$ cat config.mk
export PLATFORM = sky130hd
export DESIGN_NAME = proj3_stream_arbiter_flat
export DESIGN_NICKNAME = d
export VERILOG_FILES = /design/src/rtl/proj3_stream_arbiter_if.sv /design/src/rtl/proj3_stream_arbiter.sv /design/src/flat_wrapper.sv
export SDC_FILE = /design/constraint.sdc
export NUM_CORES = 1
export LEC_CHECK = 0
export CORE_ASPECT_RATIO = 0.9
export CORE_MARGIN = 1
export CORE_UTILIZATION = 50
export CTS_BUF_LIST = sky130_fd_sc_hd__clkbuf_4 sky130_fd_sc_hd__clkbuf_8
export DETAILED_ROUTE_END_ITERATION = 10
export PLACE_DENSITY = 0.82
export SLEW_MARGIN = 20
export SYNTH_ARGS = -nofsm -noshare
export SYNTH_HDL_FRONTEND = slang
export SYNTH_SLANG_ARGS = --single-unit
export TNS_END_PERCENT = 1
$ cat constraint.sdc
create_clock -name clk -period 2.3 [get_ports clk]
set_input_delay 0.575 -clock clk [delete_from_list [all_inputs] [get_ports clk]]
set_output_delay 0.575 -clock clk [all_outputs]
set_load 0.1 [all_outputs]
$ cat src/rtl/proj3_stream_arbiter_if.sv
// ---------------------------------------------------------------------------
// proj3_stream_arbiter_if
//
// One symbol-stream requester link between a stimulus source and the
// stream arbiter. A symbol moves on a cycle where valid and ready are both
// high.
//
//   valid : source has a symbol on sym this cycle
//   sym   : 2-bit symbol {x1,x0} destined for the sequence detector
//   last  : sym is the final symbol of the packet (qualified by valid)
//   ready : arbiter accepts the symbol this cycle
//
// Modports:
//   master : the symbol source (drives valid/sym/last, observes ready)
//   slave  : the arbiter side (observes valid/sym/last, drives ready)
// ---------------------------------------------------------------------------
interface proj3_stream_arbiter_if;

    logic       valid;
    logic [1:0] sym;
    logic       last;
    logic       ready;

    modport master (
        output valid,
        output sym,
        output last,
        input  ready
    );

    modport slave (
        input  valid,
        input  sym,
        input  last,
        output ready
    );

endinterface : proj3_stream_arbiter_if

$ cat src/rtl/proj3_stream_arbiter.sv
// ---------------------------------------------------------------------------
// proj3_stream_arbiter
//
// Shares a single two-bit-input sequence detector between two symbol-stream
// requesters. A requester owns the detector for a whole packet; ownership is
// decided round-robin when both ask at once. Before every packet the detector
// is cleared for one cycle, then the owner's symbols are forwarded one per
// cycle. Accepted symbols and detector z1/z0 hits are counted (saturating) and
// reported with a one-cycle done pulse after the last symbol.
//
// Parameters:
//   CW          : width of the three saturating result counters
//
// Ports:
//   clk         : rising-edge clock
//   r           : synchronous active-low reset
//   req_a       : requester A stream (slave side)
//   req_b       : requester B stream (slave side)
//   det_x1/x0   : detector symbol inputs (00 is the detector hold symbol)
//   det_r       : detector clear, active-high
//   det_z1/z0   : detector outputs, valid in the same cycle as det_x1/x0
//   done        : one-cycle packet-complete pulse
//   done_id     : packet owner while done=1 (0 = A, 1 = B)
//   sym_count   : accepted symbols in the packet, valid while done=1
//   z1_count    : accepted symbols with det_z1=1, valid while done=1
//   z0_count    : accepted symbols with det_z0=1, valid while done=1
// ---------------------------------------------------------------------------
module proj3_stream_arbiter #(
    parameter int CW = 8
) (
    input  logic                   clk,
    input  logic                   r,
    proj3_stream_arbiter_if.slave  req_a,
    proj3_stream_arbiter_if.slave  req_b,
    output logic                   det_x1,
    output logic                   det_x0,
    output logic                   det_r,
    input  logic                   det_z1,
    input  logic                   det_z0,
    output logic                   done,
    output logic                   done_id,
    output logic [CW-1:0]          sym_count,
    output logic [CW-1:0]          z1_count,
    output logic [CW-1:0]          z0_count
);

    typedef enum logic [1:0] {
        ST_IDLE   = 2'd0,
        ST_CLEAR  = 2'd1,
        ST_STREAM = 2'd2,
        ST_REPORT = 2'd3
    } state_t;

    localparam logic [CW-1:0] CNT_MAX  = {CW{1'b1}};
    localparam logic [CW-1:0] CNT_ZERO = {CW{1'b0}};

    // Counters stick at all-ones instead of wrapping back to zero.
    function automatic logic [CW-1:0] sat_inc(input logic [CW-1:0] cnt,
                                              input logic          inc);
        logic [CW-1:0] res;
        if (inc && (cnt != CNT_MAX)) begin
            res = cnt + CW'(1);
        end else begin
            res = cnt;
        end
        return res;
    endfunction

    state_t        state_q,      state_d;
    logic          grant_q,      grant_d;       // 0 = A, 1 = B
    logic          last_grant_q, last_grant_d;  // owner of the previous packet
    logic [CW-1:0] sym_cnt_q,    sym_cnt_d;
    logic [CW-1:0] z1_cnt_q,     z1_cnt_d;
    logic [CW-1:0] z0_cnt_q,     z0_cnt_d;

    logic          g_valid_s;
    logic [1:0]    g_sym_s;
    logic          g_last_s;
    logic          accept_s;

    // Select the granted requester's stream; the other one is never looked at
    // while streaming.
    always_comb begin
        if (grant_q) begin
            g_valid_s = req_b.valid;
            g_sym_s   = req_b.sym;
            g_last_s  = req_b.last;
        end else begin
            g_valid_s = req_a.valid;
            g_sym_s   = req_a.sym;
            g_last_s  = req_a.last;
        end
        accept_s = (state_q == ST_STREAM) && g_valid_s;
    end

    // Next-state, grant and counter update logic.
    always_comb begin
        state_d      = state_q;
        grant_d      = grant_q;
        last_grant_d = last_grant_q;
        sym_cnt_d    = sym_cnt_q;
        z1_cnt_d     = z1_cnt_q;
        z0_cnt_d     = z0_cnt_q;
        case (state_q)
            ST_IDLE: begin
                // Contention goes to whoever did not own the previous packet.
                if (req_a.valid && req_b.valid) begin
                    grant_d = ~last_grant_q;
                    state_d = ST_CLEAR;
                end else if (req_a.valid) begin
                    grant_d = 1'b0;
                    state_d = ST_CLEAR;
                end else if (req_b.valid) begin
                    grant_d = 1'b1;
                    state_d = ST_CLEAR;
                end else begin
                    state_d = ST_IDLE;
                end
            end
            ST_CLEAR: begin
                sym_cnt_d = CNT_ZERO;
                z1_cnt_d  = CNT_ZERO;
                z0_cnt_d  = CNT_ZERO;
                state_d   = ST_STREAM;
            end
            ST_STREAM: begin
                // z hits only count on cycles where a symbol was really fed in.
                if (accept_s) begin
                    sym_cnt_d = sat_inc(sym_cnt_q, 1'b1);
                    z1_cnt_d  = sat_inc(z1_cnt_q, det_z1);
                    z0_cnt_d  = sat_inc(z0_cnt_q, det_z0);
                    if (g_last_s) begin
                        state_d = ST_REPORT;
                    end else begin
                        state_d = ST_STREAM;
                    end
                end else begin
                    state_d = ST_STREAM;
                end
            end
            ST_REPORT: begin
                last_grant_d = grant_q;
                state_d      = ST_IDLE;
            end
            default: begin
                state_d = ST_IDLE;
            end
        endcase
    end

    // State and counter registers; reset leaves B as the previous owner so
    // the first contended grant after reset goes to A.
    always_ff @(posedge clk) begin
        if (!r) begin
            state_q      <= ST_IDLE;
            grant_q      <= 1'b0;
            last_grant_q <= 1'b1;
            sym_cnt_q    <= CNT_ZERO;
            z1_cnt_q     <= CNT_ZERO;
            z0_cnt_q     <= CNT_ZERO;
        end else begin
            state_q      <= state_d;
            grant_q      <= grant_d;
            last_grant_q <= last_grant_d;
            sym_cnt_q    <= sym_cnt_d;
            z1_cnt_q     <= z1_cnt_d;
            z0_cnt_q     <= z0_cnt_d;
        end
    end

    // Handshake and detector drive. Everything is forced quiet while r=0,
    // except det_r which holds the detector cleared during reset.
    assign req_a.ready = r && (state_q == ST_STREAM) && !grant_q;
    assign req_b.ready = r && (state_q == ST_STREAM) &&  grant_q;
    assign det_x1      = r && accept_s && g_sym_s[1];
    assign det_x0      = r && accept_s && g_sym_s[0];
    assign det_r       = !r || (state_q == ST_CLEAR);

    // Report outputs are decoded from state or taken straight from registers.
    assign done        = r && (state_q == ST_REPORT);
    assign done_id     = r && grant_q;
    assign sym_count   = sym_cnt_q;
    assign z1_count    = z1_cnt_q;
    assign z0_count    = z0_cnt_q;

endmodule : proj3_stream_arbiter

$ cat src/flat_wrapper.sv
// flat-port wrapper written by rule: the top's interface ports become plain ports
module proj3_stream_arbiter_flat 
#(
    parameter int CW = 8
)
  (clk, r, det_x1, det_x0, det_r, det_z1, det_z0, done, done_id, sym_count, z1_count, z0_count, req_a_valid, req_a_sym, req_a_last, req_a_ready, req_b_valid, req_b_sym, req_b_last, req_b_ready);
  proj3_stream_arbiter_if req_a_i ();
  proj3_stream_arbiter_if req_b_i ();
  input  logic clk;
  input  logic r;
  output logic det_x1;
  output logic det_x0;
  output logic det_r;
  input  logic det_z1;
  input  logic det_z0;
  output logic done;
  output logic done_id;
  output logic [CW-1:0] sym_count;
  output logic [CW-1:0] z1_count;
  output logic [CW-1:0] z0_count;
  input wire logic [$bits(req_a_i.valid)-1:0] req_a_valid;
  input wire logic [$bits(req_a_i.sym)-1:0] req_a_sym;
  input wire logic [$bits(req_a_i.last)-1:0] req_a_last;
  output wire logic [$bits(req_a_i.ready)-1:0] req_a_ready;
  input wire logic [$bits(req_b_i.valid)-1:0] req_b_valid;
  input wire logic [$bits(req_b_i.sym)-1:0] req_b_sym;
  input wire logic [$bits(req_b_i.last)-1:0] req_b_last;
  output wire logic [$bits(req_b_i.ready)-1:0] req_b_ready;
  assign req_a_i.valid = req_a_valid;
  assign req_a_i.sym = req_a_sym;
  assign req_a_i.last = req_a_last;
  assign req_a_ready = req_a_i.ready;
  assign req_b_i.valid = req_b_valid;
  assign req_b_i.sym = req_b_sym;
  assign req_b_i.last = req_b_last;
  assign req_b_ready = req_b_i.ready;
  proj3_stream_arbiter #(.CW(CW)) u_core (.clk(clk), .r(r), .req_a(req_a_i), .req_b(req_b_i), .det_x1(det_x1), .det_x0(det_x0), .det_r(det_r), .det_z1(det_z1), .det_z0(det_z0), .done(done), .done_id(done_id), .sym_count(sym_count), .z1_count(z1_count), .z0_count(z0_count));
endmodule
==> impl_metrics.csv <==
group,metric,value,unit
run_status,status,"completed",
logic_synthesis,avgSynthCellArea,8.20,um^2
logic_synthesis,ys_top_cells_by_area,"dfxtp_1 34%, ha_1 6.0%, a31oi_1 5.7%",
logic_synthesis,ys_async_sr_fraction,0,%
logic_synthesis,yosysWarnings,0,
logic_synthesis,synth_fp_nets,222,
logic_synthesis,synth_top_family_by_area,"compound AO/OA/AOI/OAI gates",
layout,area_growth,35.7,%
logic_synthesis,synthFlopType,"dfxtp_1",
power,cellLeakagePower,0.897,nW
placed_design,routabilityCongestion,0.861,
detailed_routing,antenna_violating_nets_post_route,0,
die,die_y,56.6,um
setup_path,path_class,"in -> out",
logic_synthesis,synth_fa_ha_area_share,6.04,%
detailed_routing,num_vias,1741,
setup_path,crit_fanout,4,
global_route,grt_max_degree,16,
hold_path,hold_path.class,"reg -> reg",
detailed_routing,first_iter_violations,110,
logic_synthesis,syn-cell-area,1660,um^2
setup_path,start_kind,"primary input",
layout,n_antenna_cell,0,
die,core_area,3110,um^2
layout,fin_nets,271,
global_route,grt_first_pass_wirelength,6730,um
setup_path,cp.required,1.73,ns
power,ir_drop,459,uV
global_route,grt_usage,23.7,%
timing,slew_headroom,67.0,%
die,die_w,62.7,um
logic_synthesis,synth_top_area_share,33.8,%
timing,worst_pin_slew,0.494,ns
placed_design,hpwl,2960,um
placed_design,port_buffers,42,
logic_synthesis,synth_compound_area_share,26.5,%
cts,htree_levels,1,
cts,cts_setup_buffers,0,
logic_synthesis,synth_edf_count,0,
die,start_util,53.2,%
logic_synthesis,ys_ff_latch,28,
power,power_density,547,nW/um^2
die,placementRows,19,
detailed_routing,drc,0,
cts,clk_pin_slew_worst_paths,0.09,ns
cts,clk_path_buf_depth,2,
logic_synthesis,synth_top_cell_by_area,"dfxtp_1",
logic_synthesis,synth_xor_area_share,0,%
layout,drive_gt1_share,22.8,%
detailed_routing,wl_per_cell,13.7,um
logic_synthesis,synth_mux_area_share,2.72,%
timing,timing.hold.ws,0.495,ns
logic_synthesis,ys_top_cells_by_count,"28 x dfxtp_1, 23 x nand2_1, 15 x a31oi_1, 12 x a21oi_1, 10 x nand3_1",
logic_synthesis,seq_area_frac_synth,33.8,%
global_route,grt_pass1_vias,1413,
placed_design,placed_area,2180,um^2
detailed_routing,drt_pass1_iterations,4,
cts,cts_inserted_buffers,3,
logic_synthesis,postSynthCellCount,202,
timing,setup_viol,0,
layout,utilization,72.2,%
job,drv_cap,0,
global_route,overflow,0,
layout,final_cell_area,2250,um^2
die,pin_count,43,
power,finalPower,0.00123,W
detailed_routing,viasPerCell,5.96,
logic_synthesis,yosysUniqueCellTypes,42,
timing,finClkSkew,0.00338,ns
timing,hold_viol,0,
setup_path,crit_arrival,1.66,ns
global_route,antenna_found_initial,0,
cts,cts_root_buffer,"clkbuf_8",
timing,fin_crit_sh,97.0,%
cts,cts_tree,"done",
cts,clkSinkCount,28,
setup_path,endpoint_kind,"primary output",
timing,max_freq,448,MHz
logic_synthesis,synthSimpleGateAreaFrac,26.5,%
die,die_area,3550,um^2
timing,finalMaxSlewViolations,0,
timing,finalCriticalPeriod,2.23,ns
detailed_routing,wirelength,4000,um
cts,clock_latency,0.27,ns
logic_synthesis,synth_most_common_cell,"dfxtp_1",
timing,rsz0062_at_grt,"false",
==> area by class of cell <==
type                    instances  area [um^2]
fillers                       253          866
flip-flops and latches         28          561
well taps                      42         52.6
inverters                       9         33.8
clock buffers                   4         55.1
multi-input cells             157         1040
repair buffers                 52          508
==> timing repair <==
| action | 4_1_cts | 5_1_grt |
|---|---|---|
| hold buffers | 0 | 0 |
| endpoints found under the setup margin | 0 | 2 |
| resized for setup | 0 | 3 |
==> routing by layer <==
| layer | part of all wire, % | vias to the layer above | global-route usage [%] |
|---|---|---|---|
| li1 | - | 863 | - |
| met1 | 48 | 797 | 33.3 |
| met2 | 44 | 73 | 36.2 |
| met3 | 6.3 | 8 | 5.28 |
| met4 | 1.3 | 0 | 6.64 |
| met5 | 0 | - | 0 |
==> registers in the layout (all words and copies together), names as in the netlist <==
register	cells
u_core.z1_count	8
u_core.z0_count	8
u_core.sym_count	8
u_core.state_q	2
u_core.last_grant_q	1
u_core.grant_q	1
==> per-stage QoR <==
stage	setup slack (ns)	instances	TNS [ns]
after floorplan	-0.0794	202	-0.217
after global placement	0.0608	288	0
after detailed placement	0.0196	288	0
after CTS	0.0103	292	0
after global routing	0.00824	292	0
final	0.0682	292	0
==> critical path, stage by stage <==
cell             delay [ns]
clkdlybuf4s50_1        0.55
a32oi_1                0.15
nor2_2                 0.19
buf_12                 0.19
==> cell usage in the layout, fill, tap and decap left out, types with 7 or more instances in the layout <==
cell type / instances
a21oi_1: 12
a31oi_1: 15
and3_1: 9
buf_12: 7
buf_4: 34
clkdlybuf4s50_1: 10
dfxtp_1: 28
ha_1: 8
inv_1: 9
nand2_1: 23
nand3_1: 10
o21a_1: 7
==> kinds of logic (layout without fill, tap and decap cells) <==
kind of cell | after synthesis | in the layout
and+or+nand+nor | 81 | 81
AOI/OAI and AO/OA | 64 | 64
DFF | 28 | 28
buffers and inverters | 17 | 65
adders and majority gates | 8 | 8
muxes | 4 | 4
==> power by group <==
group          total, W  internal [W]  switching [W]
clock          0.000302      0.000153       0.000149
sequential     0.000523      0.000501      0.0000221
combinational  0.000405      0.000140       0.000265
==> worst paths after layout <==
path | from | end | slack, ns | depth (start not counted)
setup reg to reg | u_core.state_q[0]$_SDFF_PN0_ | u_core.z0_count[7]$_SDFFE_PN0P_ | 0.50 | 7
hold / removal | u_core.last_grant_q$_SDFFE_PN1N_ | u_core.last_grant_q$_SDFFE_PN1N_ | 0.49 | 2
setup / recovery | req_b_valid | det_x1 | 0.07 | 4
hold reg to reg | u_core.last_grant_q$_SDFFE_PN1N_ | u_core.last_grant_q$_SDFFE_PN1N_ | 0.49 | 2
(Power assumes the default switching activity.)
